$ cat src/rtl/hazard_unit_mc.sv
// Hazard unit for the 5-stage F/D/E/M/W pipeline: forwarding, stalls,
// flushes, memory-wait watchdog, PC-writer tracking and stall counter.
//
// Ports:
//   clk, reset        clock, async active-high reset
//   RAD/SrcValidD     D-stage source addresses / slot-read flags
//   RAE               E-stage source addresses
//   WA3E/M/W          destination address per stage
//   RegWriteE/M/W     stage writes the register file
//   MemtoRegE         E-stage load
//   BranchTakenE      branch resolved taken in E
//   PCWrD/PCWrW       D/W instruction may write PC
//   PCSrcW            W instruction writes PC this cycle
//   MemReqM/MemReadyM data-memory request / completion
//   ForwardE          per-slot select: 00 regfile, 01 ResultW, 10 ALUOutM
//   StallF/D/E/M      hold pipeline registers
//   FlushD/E/W        clear pipeline registers
//   PCWrPendingF      a PC writer is in flight
//   StallCount        saturating count of StallD cycles
//   MemTimeout        sticky memory-wait watchdog error
//   PcPendErr         sticky PC tracker overflow/underflow
module hazard_unit_mc #(
    parameter int RA_W    = 4,
    parameter int NSRC    = 3,
    parameter int PC_REG  = 15,
    parameter int TIMEOUT = 64,
    parameter int CNT_W   = 16
) (
    input  logic                 clk,
    input  logic                 reset,
    input  logic [NSRC*RA_W-1:0] RAD,
    input  logic [NSRC-1:0]      SrcValidD,
    input  logic [NSRC*RA_W-1:0] RAE,
    input  logic [RA_W-1:0]      WA3E,
    input  logic [RA_W-1:0]      WA3M,
    input  logic [RA_W-1:0]      WA3W,
    input  logic                 RegWriteE,
    input  logic                 RegWriteM,
    input  logic                 RegWriteW,
    input  logic                 MemtoRegE,
    input  logic                 BranchTakenE,
    input  logic                 PCWrD,
    input  logic                 PCWrW,
    input  logic                 PCSrcW,
    input  logic                 MemReqM,
    input  logic                 MemReadyM,
    output logic [2*NSRC-1:0]    ForwardE,
    output logic                 StallF,
    output logic                 StallD,
    output logic                 StallE,
    output logic                 StallM,
    output logic                 FlushD,
    output logic                 FlushE,
    output logic                 FlushW,
    output logic                 PCWrPendingF,
    output logic [CNT_W-1:0]     StallCount,
    output logic                 MemTimeout,
    output logic                 PcPendErr
);

    localparam int WC_W = $clog2(TIMEOUT + 1);
    localparam logic [RA_W-1:0] PC_A = RA_W'(PC_REG);
    localparam logic [WC_W-1:0] WC_MAX = WC_W'(TIMEOUT);

    logic            mem_stall;
    logic            ldr_hit;
    logic            ldr_stall;
    logic [1:0]      pc_pend;
    logic            pc_inc;
    logic            pc_dec;
    logic [WC_W-1:0] wait_cnt;
    logic [WC_W-1:0] wait_nxt;

    // Stalls are gated by reset so an in-progress stall releases at once.
    assign mem_stall = MemReqM & ~MemReadyM & ~reset;

    always_comb begin
        ldr_hit = 1'b0;
        for (int i = 0; i < NSRC; i++) begin
            if (SrcValidD[i] &&
                RAD[i*RA_W +: RA_W] == WA3E &&
                RAD[i*RA_W +: RA_W] != PC_A)
                ldr_hit = 1'b1;
        end
    end

    assign ldr_stall = MemtoRegE & RegWriteE & ldr_hit & ~reset;

    // M-stage result is younger than W, so it wins.
    always_comb begin
        ForwardE = '0;
        for (int i = 0; i < NSRC; i++) begin
            if (RAE[i*RA_W +: RA_W] == PC_A)
                ForwardE[2*i +: 2] = 2'b00;
            else if (RAE[i*RA_W +: RA_W] == WA3M && RegWriteM)
                ForwardE[2*i +: 2] = 2'b10;
            else if (RAE[i*RA_W +: RA_W] == WA3W && RegWriteW)
                ForwardE[2*i +: 2] = 2'b01;
        end
    end

    // The writer already in W is not counted as pending.
    assign PCWrPendingF = ~reset &
        (PCWrD | (pc_pend > {1'b0, PCWrW}));

    assign StallM = mem_stall;
    assign StallE = mem_stall;
    assign StallD = mem_stall | ldr_stall;
    assign StallF = mem_stall | ldr_stall | PCWrPendingF;
    assign FlushW = mem_stall;
    assign FlushD = PCSrcW |
        (~mem_stall & (PCWrPendingF | BranchTakenE));
    assign FlushE = ~mem_stall & (ldr_stall | BranchTakenE);

    assign pc_inc = PCWrD & ~StallD & ~FlushE;
    assign pc_dec = PCWrW;

    always_ff @(posedge clk or posedge reset) begin
        if (reset) begin
            pc_pend   <= 2'd0;
            PcPendErr <= 1'b0;
        end else if (pc_inc && !pc_dec) begin
            if (pc_pend == 2'd3)
                PcPendErr <= 1'b1;
            else
                pc_pend <= pc_pend + 2'd1;
        end else if (pc_dec && !pc_inc) begin
            if (pc_pend == 2'd0)
                PcPendErr <= 1'b1;
            else
                pc_pend <= pc_pend - 2'd1;
        end
    end

    always_comb begin
        wait_nxt = '0;
        if (mem_stall)
            wait_nxt = (wait_cnt == WC_MAX) ? wait_cnt
                                            : wait_cnt + 1'b1;
    end

    // Timeout is flagged on the same edge wait_cnt reaches the limit.
    always_ff @(posedge clk or posedge reset) begin
        if (reset) begin
            wait_cnt   <= '0;
            MemTimeout <= 1'b0;
        end else begin
            wait_cnt <= wait_nxt;
            if (wait_nxt == WC_MAX)
                MemTimeout <= 1'b1;
        end
    end

    always_ff @(posedge clk or posedge reset) begin
        if (reset)
            StallCount <= '0;
        else if (StallD && StallCount != '1)
            StallCount <= StallCount + 1'b1;
    end

endmodule

$ cat config.mk
export PLATFORM = sky130hd
export DESIGN_NAME = hazard_unit_mc
export DESIGN_NICKNAME = d
export VERILOG_FILES = /design/src/rtl/hazard_unit_mc.sv
export SDC_FILE = /design/constraint.sdc
export NUM_CORES = 1
export LEC_CHECK = 0
export BUFFER_PORTS_ARGS = -buffer_cell sky130_fd_sc_hd__buf_2
export CORE_MARGIN = 5
export CORE_UTILIZATION = 49
export CTS_BUF_LIST = sky130_fd_sc_hd__clkbuf_8 sky130_fd_sc_hd__clkbuf_16
export CTS_CLUSTER_SIZE = 40
export DETAILED_ROUTE_END_ITERATION = 8
export PLACE_DENSITY = 0.81
export SLEW_MARGIN = 20
export SYNTH_ARGS = -nofsm -noshare
export SYNTH_HDL_FRONTEND = slang
export SYNTH_SLANG_ARGS = --single-unit
$ cat constraint.sdc
create_clock -name clk -period 1.85 [get_ports clk]
set_input_delay 0.0925 -clock clk [delete_from_list [all_inputs] [get_ports clk]]
set_output_delay 0.0925 -clock clk [all_outputs]
set_load 0.02 [all_outputs]
After elaboration in Yosys (flattened, before gate mapping) --
Index checks and enable logic that the tools add are counted.
Word-level totals: flip-flop bits (word level) 27, input port bits 51
Cells by class: reductions and logical operators 22, muxes and demuxes 22, bitwise operators 21, order comparisons 1, add/subtract/negate cells 4, equal/unequal tests 22
Operators with widths (number):
- equality test 4 bit | 9
- 2-to-1 mux 2 bit | 10
- adder 16 x 1 -> 16 bit (second input constant) | 1
- inequality test 16 bit (second input constant) | 1
- logical AND 1 bit | 15
- equality test 7 bit (second input constant) | 2
- 2-to-1 mux 7 bit | 2
- equality test 4 bit (second input constant) | 3
- inequality test 4 bit (second input constant) | 3
- AND 1 bit | 10
- 2-to-1 mux 1 bit | 10
- adder 7 x 1 -> 7 bit (second input constant) | 1
- bitwise OR 1 bit | 6
- AND reduction 3 bit | 2
- NOT 1 bit | 5
- inequality test 2 bit (second input constant) | 2
- nonzero test 2 bit | 2
- adder 2 x 1 -> 2 bit (second input constant) | 1
- equality test 2 bit (second input constant) | 1
- greater-than comparator 2 x 1 -> 1 bit | 1
- zero test 1 bit | 2
- zero test 2 bit | 1
- inequality test 2 x 1 -> 1 bit (second input constant) | 1
- subtractor 2 x 1 -> 2 bit (second input constant) | 1

Logic depth before layout (Yosys ltp) --
Gate-level depths: netlist of run 1.
word-level depth 16, depth in mapped cells 10

Worst setup path after synthesis of run 1 --
Ideal clock, no wire load.
path type input -> register, start point in reset, end point reg StallCount[2], data required time 1717 ps, setup time 133 ps, stages on the path 6, setup slack -199 ps, data arrival time 1916 ps, cells stage by stage inv_1 > nand2b_1 > inv_1 > nor3_2 > or3_2 > xnor2_1
On the way: cells in the longest elaborated chain, start to end 4
RTL lines:
- from (decl) | line 30 | input logic reset,
- NOT 1 bit | line 75 | assign mem_stall = MemReqM & ~MemReadyM & ~reset;
- AND 1 bit | line 75
- net FlushW | line 54 | output logic FlushW,
- bitwise OR 1 bit | line 108 | assign StallD = mem_stall | ldr_stall;
- logical AND 1 bit | line 157 | else if (StallD && StallCount != '1)
- to (signal assigned) | line 158 | StallCount <= StallCount + 1'b1;
- to (decl) | line 56 | output logic [CNT_W-1:0] StallCount,
The timed path passes the listed nets, and every way through them passes these cells. A chain may end at the register's enable or synchronous reset.

Final worst setup path of run 1 --
start point reg pc_pend[0], end point out StallF
On the way: cells in the longest elaborated chain, start to end 4
RTL lines:
- from (decl) | line 68 | logic [1:0] pc_pend;
- from (signal assigned) | line 126 | pc_pend <= pc_pend + 2'd1;
- from (signal assigned) | line 131 | pc_pend <= pc_pend - 2'd1;
- greater-than comparator 2 x 1 -> 1 bit | line 104 | (PCWrD | (pc_pend > {1'b0, PCWrW}));
- bitwise OR 1 bit | line 104
- AND 1 bit | line 103 | assign PCWrPendingF = ~reset &
- bitwise OR 1 bit | line 109 | assign StallF = mem_stall | ldr_stall | PCWrPendingF;
- to (decl) | line 48 | output logic StallF,
Every way passes these cells.

==> metrics.txt, run 1 <==
# TYPE chip_impl_metric gauge
chip_impl_info{name="grt_setup_unrepaired",value="yes"} 1
chip_impl_metric{name="vias",unit=""} 1980
chip_impl_metric{name="min_period_over_period",unit="%"} 97.8
chip_impl_metric{name="clock_path_buffers",unit=""} 2
chip_impl_metric{name="maxClockFrequency",unit="GHz"} 0.553
chip_impl_metric{name="slew-limit-headroom",unit="%"} 70.4
chip_impl_metric{name="peakVddDrop",unit="mV"} 0.371
chip_impl_metric{name="initial_utilization",unit="%"} 50.5
chip_impl_metric{name="worstPathMaxFanout",unit=""} 4
chip_impl_metric{name="final_layout_size_suffix_gt1_share",unit="%"} 39.1
chip_impl_info{name="synth_top_cells_by_area",value="sky130_fd_sc_hd__dfrtp_1 (33%), sky130_fd_sc_hd__xor2_1 (12%), sky130_fd_sc_hd__xnor2_1 (9.5%)"} 1
chip_impl_metric{name="antenna_cells_inserted",unit=""} 0
chip_impl_metric{name="routed_via_density",unit=""} 5.35
chip_impl_metric{name="global_route.overflow_total",unit=""} 0
chip_impl_metric{name="final.setup_skew",unit="ns"} 0.00600
chip_impl_metric{name="detail_route.drc_violations",unit=""} 0
chip_impl_metric{name="finalHoldViolations",unit=""} 0
chip_impl_info{name="cts_tree",value="done"} 1
chip_impl_metric{name="mappedNetlistNets",unit=""} 281
chip_impl_info{name="critical_path.endpoint_type",value="output pin"} 1
chip_impl_metric{name="cts_inserted_buffers",unit=""} 3
chip_impl_metric{name="io_buffer_count",unit=""} 82
chip_impl_metric{name="synth_cells",unit=""} 225
chip_impl_metric{name="wire_per_inst",unit="um"} 14.2
chip_impl_info{name="worstSetupStartpointType",value="register"} 1
chip_impl_metric{name="num_rows",unit=""} 23
chip_impl_metric{name="wl",unit="mm"} 5.25
chip_impl_metric{name="grt_pass1_wl",unit="mm"} 8.85
chip_impl_metric{name="timing.critical_path.arrival",unit="ns"} 1.72
chip_impl_metric{name="synth-seq-cells",unit=""} 27
chip_impl_info{name="run_status",value="finished, final reports clean"} 1
chip_impl_metric{name="detailedRoute.firstIterationViolations",unit=""} 58
chip_impl_info{name="crit_chain",value="inv_2 -> ha_4 -> nor2_2 -> nor3_1 -> nor2_1 -> or2_2 -> buf_6"} 1
chip_impl_metric{name="area_growth_syn_to_layout",unit="%"} 32.3
chip_impl_metric{name="detailedPlacementHpwl",unit="mm"} 4.33
chip_impl_metric{name="grt_pass1_vias",unit=""} 2037
chip_impl_metric{name="floorplan.core_area",unit="mm^2"} 0.00400
chip_impl_metric{name="groute.layer.met3.usage",unit="%"} 4.32
chip_impl_metric{name="fin_nets",unit=""} 377
chip_impl_metric{name="ys.warnings.count",unit=""} 0
chip_impl_metric{name="max_cap_violations",unit=""} 0
chip_impl_metric{name="seq_area_frac_synth",unit="%"} 33.4
chip_impl_metric{name="grt_start_max_net_pins",unit=""} 28
chip_impl_metric{name="postRouteAntennaNets",unit=""} 0
chip_impl_metric{name="clk_latency",unit="ns"} 0.28
chip_impl_metric{name="nFillCells",unit=""} 317
chip_impl_metric{name="required",unit="ns"} 1.76
chip_impl_metric{name="final.min_clock_period",unit="ns"} 1.81
chip_impl_metric{name="grt_antenna_before_repair",unit=""} 0
chip_impl_metric{name="ctsHtreeMaxLevel",unit=""} 1
chip_impl_metric{name="die_area",unit="mm^2"} 0.00551
chip_impl_metric{name="synth.distinct_cells",unit=""} 42
chip_impl_info{name="synth.largest_area_cell",value="sky130_fd_sc_hd__dfrtp_1"} 1
chip_impl_metric{name="clock_sinks",unit=""} 27
chip_impl_info{name="busiest_layer",value="met2"} 1
chip_impl_metric{name="cellLeakagePower",unit="uW"} 0.00133
chip_impl_metric{name="synth_area_per_cell",unit="um^2"} 8.99
chip_impl_metric{name="pwr_per_cell_area",unit="mW/mm^2"} 589
chip_impl_info{name="clock-root-buffer",value="sky130_fd_sc_hd__clkbuf_8"} 1
chip_impl_info{name="worst_hold_check_path_type",value="primary input to register"} 1
chip_impl_metric{name="finalSetupTns",unit="ns"} 0
chip_impl_metric{name="tightestPinTransition",unit="ns"} 0.441
chip_impl_metric{name="grtUsageTotal",unit="%"} 20.1
chip_impl_metric{name="timing_max_transition_violations_final",unit=""} 0
chip_impl_metric{name="mappedNetlistArea",unit="mm^2"} 0.00202
chip_impl_metric{name="die-width",unit="um"} 74.2
chip_impl_metric{name="worst_path_largest_cell_delay",unit="ns"} 0.43
chip_impl_metric{name="place_worst_setup_slack",unit="ns"} -0.0869
chip_impl_metric{name="setup_viol",unit=""} 0
chip_impl_metric{name="postLayoutSetupSlackWorst",unit="ns"} 0.0412
chip_impl_info{name="timing.critical_path.slowest_stage_cell",value="sky130_fd_sc_hd__dfrtp_1"} 1
chip_impl_metric{name="gp_congestion",unit=""} 0.815
chip_impl_metric{name="chipHeight",unit="um"} 74.2
chip_impl_metric{name="global_route.usage.met2",unit="%"} 36.1
chip_impl_info{name="path_class",value="register to output pin"} 1
chip_impl_metric{name="firstDrtPassIters",unit=""} 6
chip_impl_metric{name="met1_usage",unit="%"} 25.2
chip_impl_metric{name="synthDominantCellAreaShare",unit="%"} 33.4
chip_impl_metric{name="clk_pin_slew_worst_paths",unit="ns"} 0.10
chip_impl_metric{name="number_of_i_o_pins",unit=""} 83
## sequential cells by signal, summed over array words and instances, names as in the netlist
signal / count
PcPendErr: 1
StallCount: 16
MemTimeout: 1
wait_cnt: 7
pc_pend: 2
## cells in the final DEF (no fill, tap or decap), types with 2 or more instances in the layout
master                       instances
sky130_fd_sc_hd__buf_2              80
sky130_fd_sc_hd__xor2_1             28
sky130_fd_sc_hd__dfrtp_1            24
sky130_fd_sc_hd__xnor2_1            22
sky130_fd_sc_hd__nand3_1            21
sky130_fd_sc_hd__nor3_1             16
sky130_fd_sc_hd__nor2_1             13
sky130_fd_sc_hd__nand2_1            13
sky130_fd_sc_hd__buf_4              11
sky130_fd_sc_hd__o21ai_0             9
sky130_fd_sc_hd__inv_1               9
sky130_fd_sc_hd__a21oi_1             7
sky130_fd_sc_hd__nor4_1              5
sky130_fd_sc_hd__and3_1              4
sky130_fd_sc_hd__ha_1                4
sky130_fd_sc_hd__dfrtp_2             3
sky130_fd_sc_hd__nand4_1             3
sky130_fd_sc_hd__nand2b_1            3
sky130_fd_sc_hd__a41oi_1             3
sky130_fd_sc_hd__clkbuf_8            3
sky130_fd_sc_hd__nand4_2             2
sky130_fd_sc_hd__nand2b_4            2
sky130_fd_sc_hd__and2_2              2
sky130_fd_sc_hd__clkinvlp_4          2
sky130_fd_sc_hd__or2_2               2
sky130_fd_sc_hd__o21ai_1             2
sky130_fd_sc_hd__buf_6               2
## metal layers
metal	vias to the layer above	share of wire [%]
met5	-	0
met4	0	0.61
met3	4	6.9
met2	64	52
met1	934	40
li1	978	-
## final timing paths
check                      cells past startpoint  slack (ns)     startpoint       endpoint
max                                            7        0.04     pc_pend[0]         StallF
min                                            4        0.24        MemReqM    wait_cnt[4]
max reg2reg                                    6        0.08  StallCount[9]  StallCount[1]
min reg2reg                                    1        0.47     MemTimeout     MemTimeout
max in group asynchronous                      4        1.04          reset  StallCount[7]
min in group asynchronous                      4        0.54          reset    wait_cnt[1]
## metrics by stage
| stage | power [uW] | utilization, % | hold slack [ns] | std cells | cell area, um^2 |
|---|---|---|---|---|---|
| floorplan | 971 | - | 0.00552 | 225 | 2040 |
| global placement | 1200 | 64.1 | 0.276 | 364 | 2560 |
| detailed placement | 1210 | 64.1 | 0.286 | 364 | 2560 |
| CTS | 1570 | 65.6 | 0.244 | 369 | 2620 |
| global route | 1660 | 66.9 | 0.277 | 370 | 2680 |
| finish | 1570 | 66.9 | 0.241 | 370 | 2680 |
## power by group
part | total (uW) | internal (uW) | switching [uW]
Combinational | 561 | 252 | 309
Sequential | 660 | 626 | 34.1
Clock | 353 | 153 | 200
Total | 1570 | 1030 | 543
## what timing repair did
item / CTS / global route
resized for setup: 0 / 11
hold buffers: 1 / 0
endpoints found under the hold margin: 27 / 0
setup endpoints to repair: 0 / 6
setup buffers: 0 / 1
## final cells by class
type                       instances  area [um^2]  area share (%)
multi-input combinational        184         1320            49.5
clock inverter                     1         7.51           0.281
tap                               50         62.6            2.34
sequential                        27          679            25.4
inverter                          11         45.0            1.68
timing repair buffer              94          515            19.3
clock buffer                       3         41.3            1.54
## logic make-up (layout without fill, tap and decap cells)
logic type,Yosys count,count (layout),synth area share [%]
buffers and inverters,14,109,3.34
adder cells (fa/ha/maj),5,5,3.09
XOR/XNOR,50,50,21.7
AO/OA/AOI/OAI,30,30,10.7
AND/OR/NAND/NOR,97,97,26.5
flip-flops,27,27,33.4
multiplexers,2,2,1.24
## critical path, delay by kind of cell (launching register included)
family / cells / cell delay, ns
and+or+nand+nor: 4 / 0.54
buffers and inverters: 2 / 0.21
DFF: 1 / 0.43
adders and majority gates: 1 / 0.26
## Yosys cell counts (all sizes together)
cell	number
nand2	13
a41oi	3
inv	11
o21bai	1
nand3	22
a21oi	8
nor3	17
a31o	1
nand4	5
a31oi	1
or3	2
xnor2	22
and3	4
buf	3
dfrtp	27
a211oi	1
ha	5
nand2b	5
and2	3
mux2i	1
nor4	6
xor2	28
or2	3
o22ai	1
nor3b	2
o2111ai	1
nor2	15
mux2	1
o21ai	11
o31ai	2
(Power assumes the default switching activity.)
==> run 2, diff against run 1 <==
--- a/config.mk
+++ b/config.mk
@@ -6,6 +6,7 @@
 export NUM_CORES = 1
 export LEC_CHECK = 0
 export BUFFER_PORTS_ARGS = -buffer_cell sky130_fd_sc_hd__buf_2
+export CORE_ASPECT_RATIO = 0.9
 export CORE_MARGIN = 5
 export CORE_UTILIZATION = 49
 export CTS_BUF_LIST = sky130_fd_sc_hd__clkbuf_8 sky130_fd_sc_hd__clkbuf_16
==> run 2 against run 1 <==
Net effect:
- sequential cell count unchanged
- worst setup slack gained 0.078 ns
- clock-buffer cell count stayed put
- critical path depth did not move
- first-iteration DRC count is 40% higher
- clock skew shrank 0.0023 ns
- utilization is 1.8 points lower
- wire length decreased by 9.8%
- final area fell by 1.6%
- die area hardly changed
- register-to-register slack better by 0.05 ns
==> metrics.txt, run 2 (synthesis results as in run 1) <==
# TYPE chip_impl_metric gauge
chip_impl_info{name="crit_path_frequent_cell",value="sky130_fd_sc_hd__nor2_1"} 1
chip_impl_metric{name="detailedRoute.firstIterationViolations",unit=""} 81
chip_impl_metric{name="postLayoutSetupSlackWorst",unit="ns"} 0.120
chip_impl_metric{name="number_of_i_o_pins",unit=""} 83
chip_impl_info{name="layout_common_cells",value="sky130_fd_sc_hd__buf_2 (82), sky130_fd_sc_hd__xor2_1 (28), sky130_fd_sc_hd__dfrtp_1 (24), sky130_fd_sc_hd__xnor2_1 (22), sky130_fd_sc_hd__nand3_1 (21)"} 1
chip_impl_metric{name="cts_inserted_buffers",unit=""} 3
chip_impl_metric{name="post-route-cell-area",unit="mm^2"} 0.00263
chip_impl_metric{name="finalHoldWorstSlack",unit="ns"} 0.264
chip_impl_metric{name="detailedPlacementHpwl",unit="mm"} 3.96
chip_impl_metric{name="place_worst_setup_slack",unit="ns"} -0.0551
chip_impl_metric{name="wl_met2",unit="mm"} 2.28
chip_impl_metric{name="setup_viol",unit=""} 0
chip_impl_metric{name="vias",unit=""} 1956
chip_impl_metric{name="grt_pass1_vias",unit=""} 1940
chip_impl_metric{name="grt_antenna_before_repair",unit=""} 0
chip_impl_metric{name="slew-limit-headroom",unit="%"} 62.1
chip_impl_metric{name="max_cap_violations",unit=""} 0
chip_impl_metric{name="wire_per_inst",unit="um"} 12.8
chip_impl_metric{name="wl",unit="mm"} 4.73
chip_impl_metric{name="clock_sinks",unit=""} 27
chip_impl_info{name="worst_hold_check_path_type",value="primary input to register"} 1
chip_impl_metric{name="final.min_clock_period",unit="ns"} 1.73
chip_impl_metric{name="final_layout_size_suffix_gt1_share",unit="%"} 37.4
chip_impl_metric{name="die_area",unit="mm^2"} 0.00551
chip_impl_metric{name="peakVddDrop",unit="mV"} 0.302
chip_impl_metric{name="timing_max_transition_violations_final",unit=""} 0
chip_impl_info{name="crit_chain",value="inv_1 -> ha_1 -> nor2_1 -> nor3_1 -> nor2_1 -> or2_2 -> buf_2"} 1
chip_impl_info{name="topRoutingLayerUsed",value="met4"} 1
chip_impl_info{name="run_status",value="finished, final reports clean"} 1
chip_impl_metric{name="reg2reg_setup_slack",unit="ns"} 0.13
chip_impl_metric{name="area_growth_syn_to_layout",unit="%"} 30.2
chip_impl_metric{name="met3_wirelength",unit="um"} 245
chip_impl_info{name="worstSetupStartpointType",value="register"} 1
chip_impl_metric{name="ctsHtreeMaxLevel",unit=""} 1
chip_impl_metric{name="num_rows",unit=""} 22
chip_impl_metric{name="finalSetupTns",unit="ns"} 0
chip_impl_info{name="path_class",value="register to output pin"} 1
chip_impl_metric{name="routedLengthMet1",unit="mm"} 2.13
chip_impl_info{name="grt_setup_unrepaired",value="no"} 1
chip_impl_info{name="timing.critical_path.slowest_stage_cell",value="sky130_fd_sc_hd__dfrtp_1"} 1
chip_impl_metric{name="maxClockFrequency",unit="GHz"} 0.578
chip_impl_metric{name="floorplan.core_area",unit="mm^2"} 0.00405
chip_impl_info{name="crit_family",value="simple AND/OR/NAND/NOR gates"} 1
chip_impl_metric{name="fin_nets",unit=""} 378
chip_impl_metric{name="grtUsageTotal",unit="%"} 17.4
chip_impl_metric{name="area.sequential",unit="um^2"} 679
chip_impl_metric{name="initial_utilization",unit="%"} 50.0
chip_impl_info{name="layout.cells.most_common",value="sky130_fd_sc_hd__buf_2"} 1
chip_impl_metric{name="multi_input_area",unit="mm^2"} 0.00129
chip_impl_metric{name="antenna_cells_inserted",unit=""} 0
chip_impl_metric{name="clk_pin_slew_worst_paths",unit="ns"} 0.09
chip_impl_metric{name="worst_path_largest_cell_delay",unit="ns"} 0.38
chip_impl_metric{name="clk_latency",unit="ns"} 0.27
chip_impl_metric{name="io_buffer_count",unit=""} 82
chip_impl_metric{name="min_period_over_period",unit="%"} 93.5
chip_impl_info{name="cts_tree",value="done"} 1
chip_impl_metric{name="grt_pass1_wl",unit="mm"} 8.05
chip_impl_info{name="max_flop_register",value="StallCount"} 1
chip_impl_info{name="critical_path.endpoint_type",value="output pin"} 1
chip_impl_metric{name="die-width",unit="um"} 77.7
chip_impl_metric{name="gp_congestion",unit=""} 0.829
chip_impl_metric{name="global_route.overflow_total",unit=""} 0
chip_impl_metric{name="postPlaceCellArea",unit="mm^2"} 0.00257
chip_impl_metric{name="critical_path_buf_inv_count",unit=""} 2
chip_impl_metric{name="detail_route.drc_violations",unit=""} 0
chip_impl_metric{name="required",unit="ns"} 1.76
chip_impl_metric{name="pwr_per_cell_area",unit="mW/mm^2"} 580
chip_impl_metric{name="routed_via_density",unit=""} 5.30
chip_impl_metric{name="tightestPinTransition",unit="ns"} 0.566
chip_impl_metric{name="postRouteAntennaNets",unit=""} 0
chip_impl_metric{name="timing.critical_path.arrival",unit="ns"} 1.64
chip_impl_metric{name="clock_path_buffers",unit=""} 2
chip_impl_metric{name="chipHeight",unit="um"} 70.9
chip_impl_info{name="reg_top3",value="StallCount x16, wait_cnt x7, pc_pend x2"} 1
chip_impl_metric{name="finalPower",unit="uW"} 1530
chip_impl_metric{name="largest_register_ff_count",unit=""} 16
chip_impl_info{name="clock-root-buffer",value="sky130_fd_sc_hd__clkbuf_8"} 1
chip_impl_metric{name="final.setup_skew",unit="ns"} 0.00372
chip_impl_metric{name="finalHoldViolations",unit=""} 0
chip_impl_metric{name="cellLeakagePower",unit="uW"} 0.00133
chip_impl_metric{name="firstDrtPassIters",unit=""} 4
chip_impl_metric{name="nFillCells",unit=""} 349
chip_impl_metric{name="grt_start_max_net_pins",unit=""} 28
chip_impl_metric{name="worstPathMaxFanout",unit=""} 3
run 2: changes by cell type in the layout (fill, tap and decap cells not counted), sizes merged:
| cell | before | now |
|---|---|---|
| buf | 93 | 94 |
| clkinvlp | 2 | 1 |
| inv | 10 | 11 |
run 2: what timing repair did:
item,in CTS,in global routing
hold endpoints to repair,27,0
resized for setup,0,0
setup endpoints to repair,0,1
hold buffers,1,0
buffers inserted,0,1
run 2: area by class of cell:
cell class | count | share of cell area (%)
multi-input combinational | 184 | 49.1
clock buffer | 3 | 1.57
timing repair buffer | 95 | 19.4
clock inverter | 1 | 0.143
sequential | 27 | 25.8
tap | 48 | 2.28
inverter | 11 | 1.71
run 2: worst min-delay path, cell delays in order:
cell and delay (ns):
sky130_fd_sc_hd__buf_2 0.12, sky130_fd_sc_hd__nand2b_4 0.07, sky130_fd_sc_hd__nand2b_4 0.15, sky130_fd_sc_hd__nor2_1 0.05
run 2: stage by stage:
stage	util (%)	instances
floorplan	-	225
global placement	63.5	363
detailed placement	63.5	363
CTS	64.9	368
global route	65.1	369
finish	65.1	369
run 2: worst paths after layout:
kind | from | endpoint | depth (start not counted)
worst max-delay path | pc_pend[0] | StallF | 7
worst min-delay path | MemReqM | wait_cnt[4] | 4
worst max register to register | StallCount[9] | StallCount[1] | 6
worst min register to register | MemTimeout | MemTimeout | 1
max in group asynchronous | reset | StallCount[6] | 4
min in group asynchronous | reset | StallCount[13] | 4
run 2: per-layer routing:
metal	up-vias	track usage, %
li1	981	-
met1	909	22.6
met2	60	29.7
met3	6	1.53
met4	0	7.06
met5	-	0
run 2: report_power, final:
part	internal (uW)	leakage, uW	total, uW	switching (uW)
Clock	149	0.0000269	326	177
Combinational	243	0.000953	540	297
Sequential	626	0.000351	660	34.0
Total	1020	0.00133	1530	508
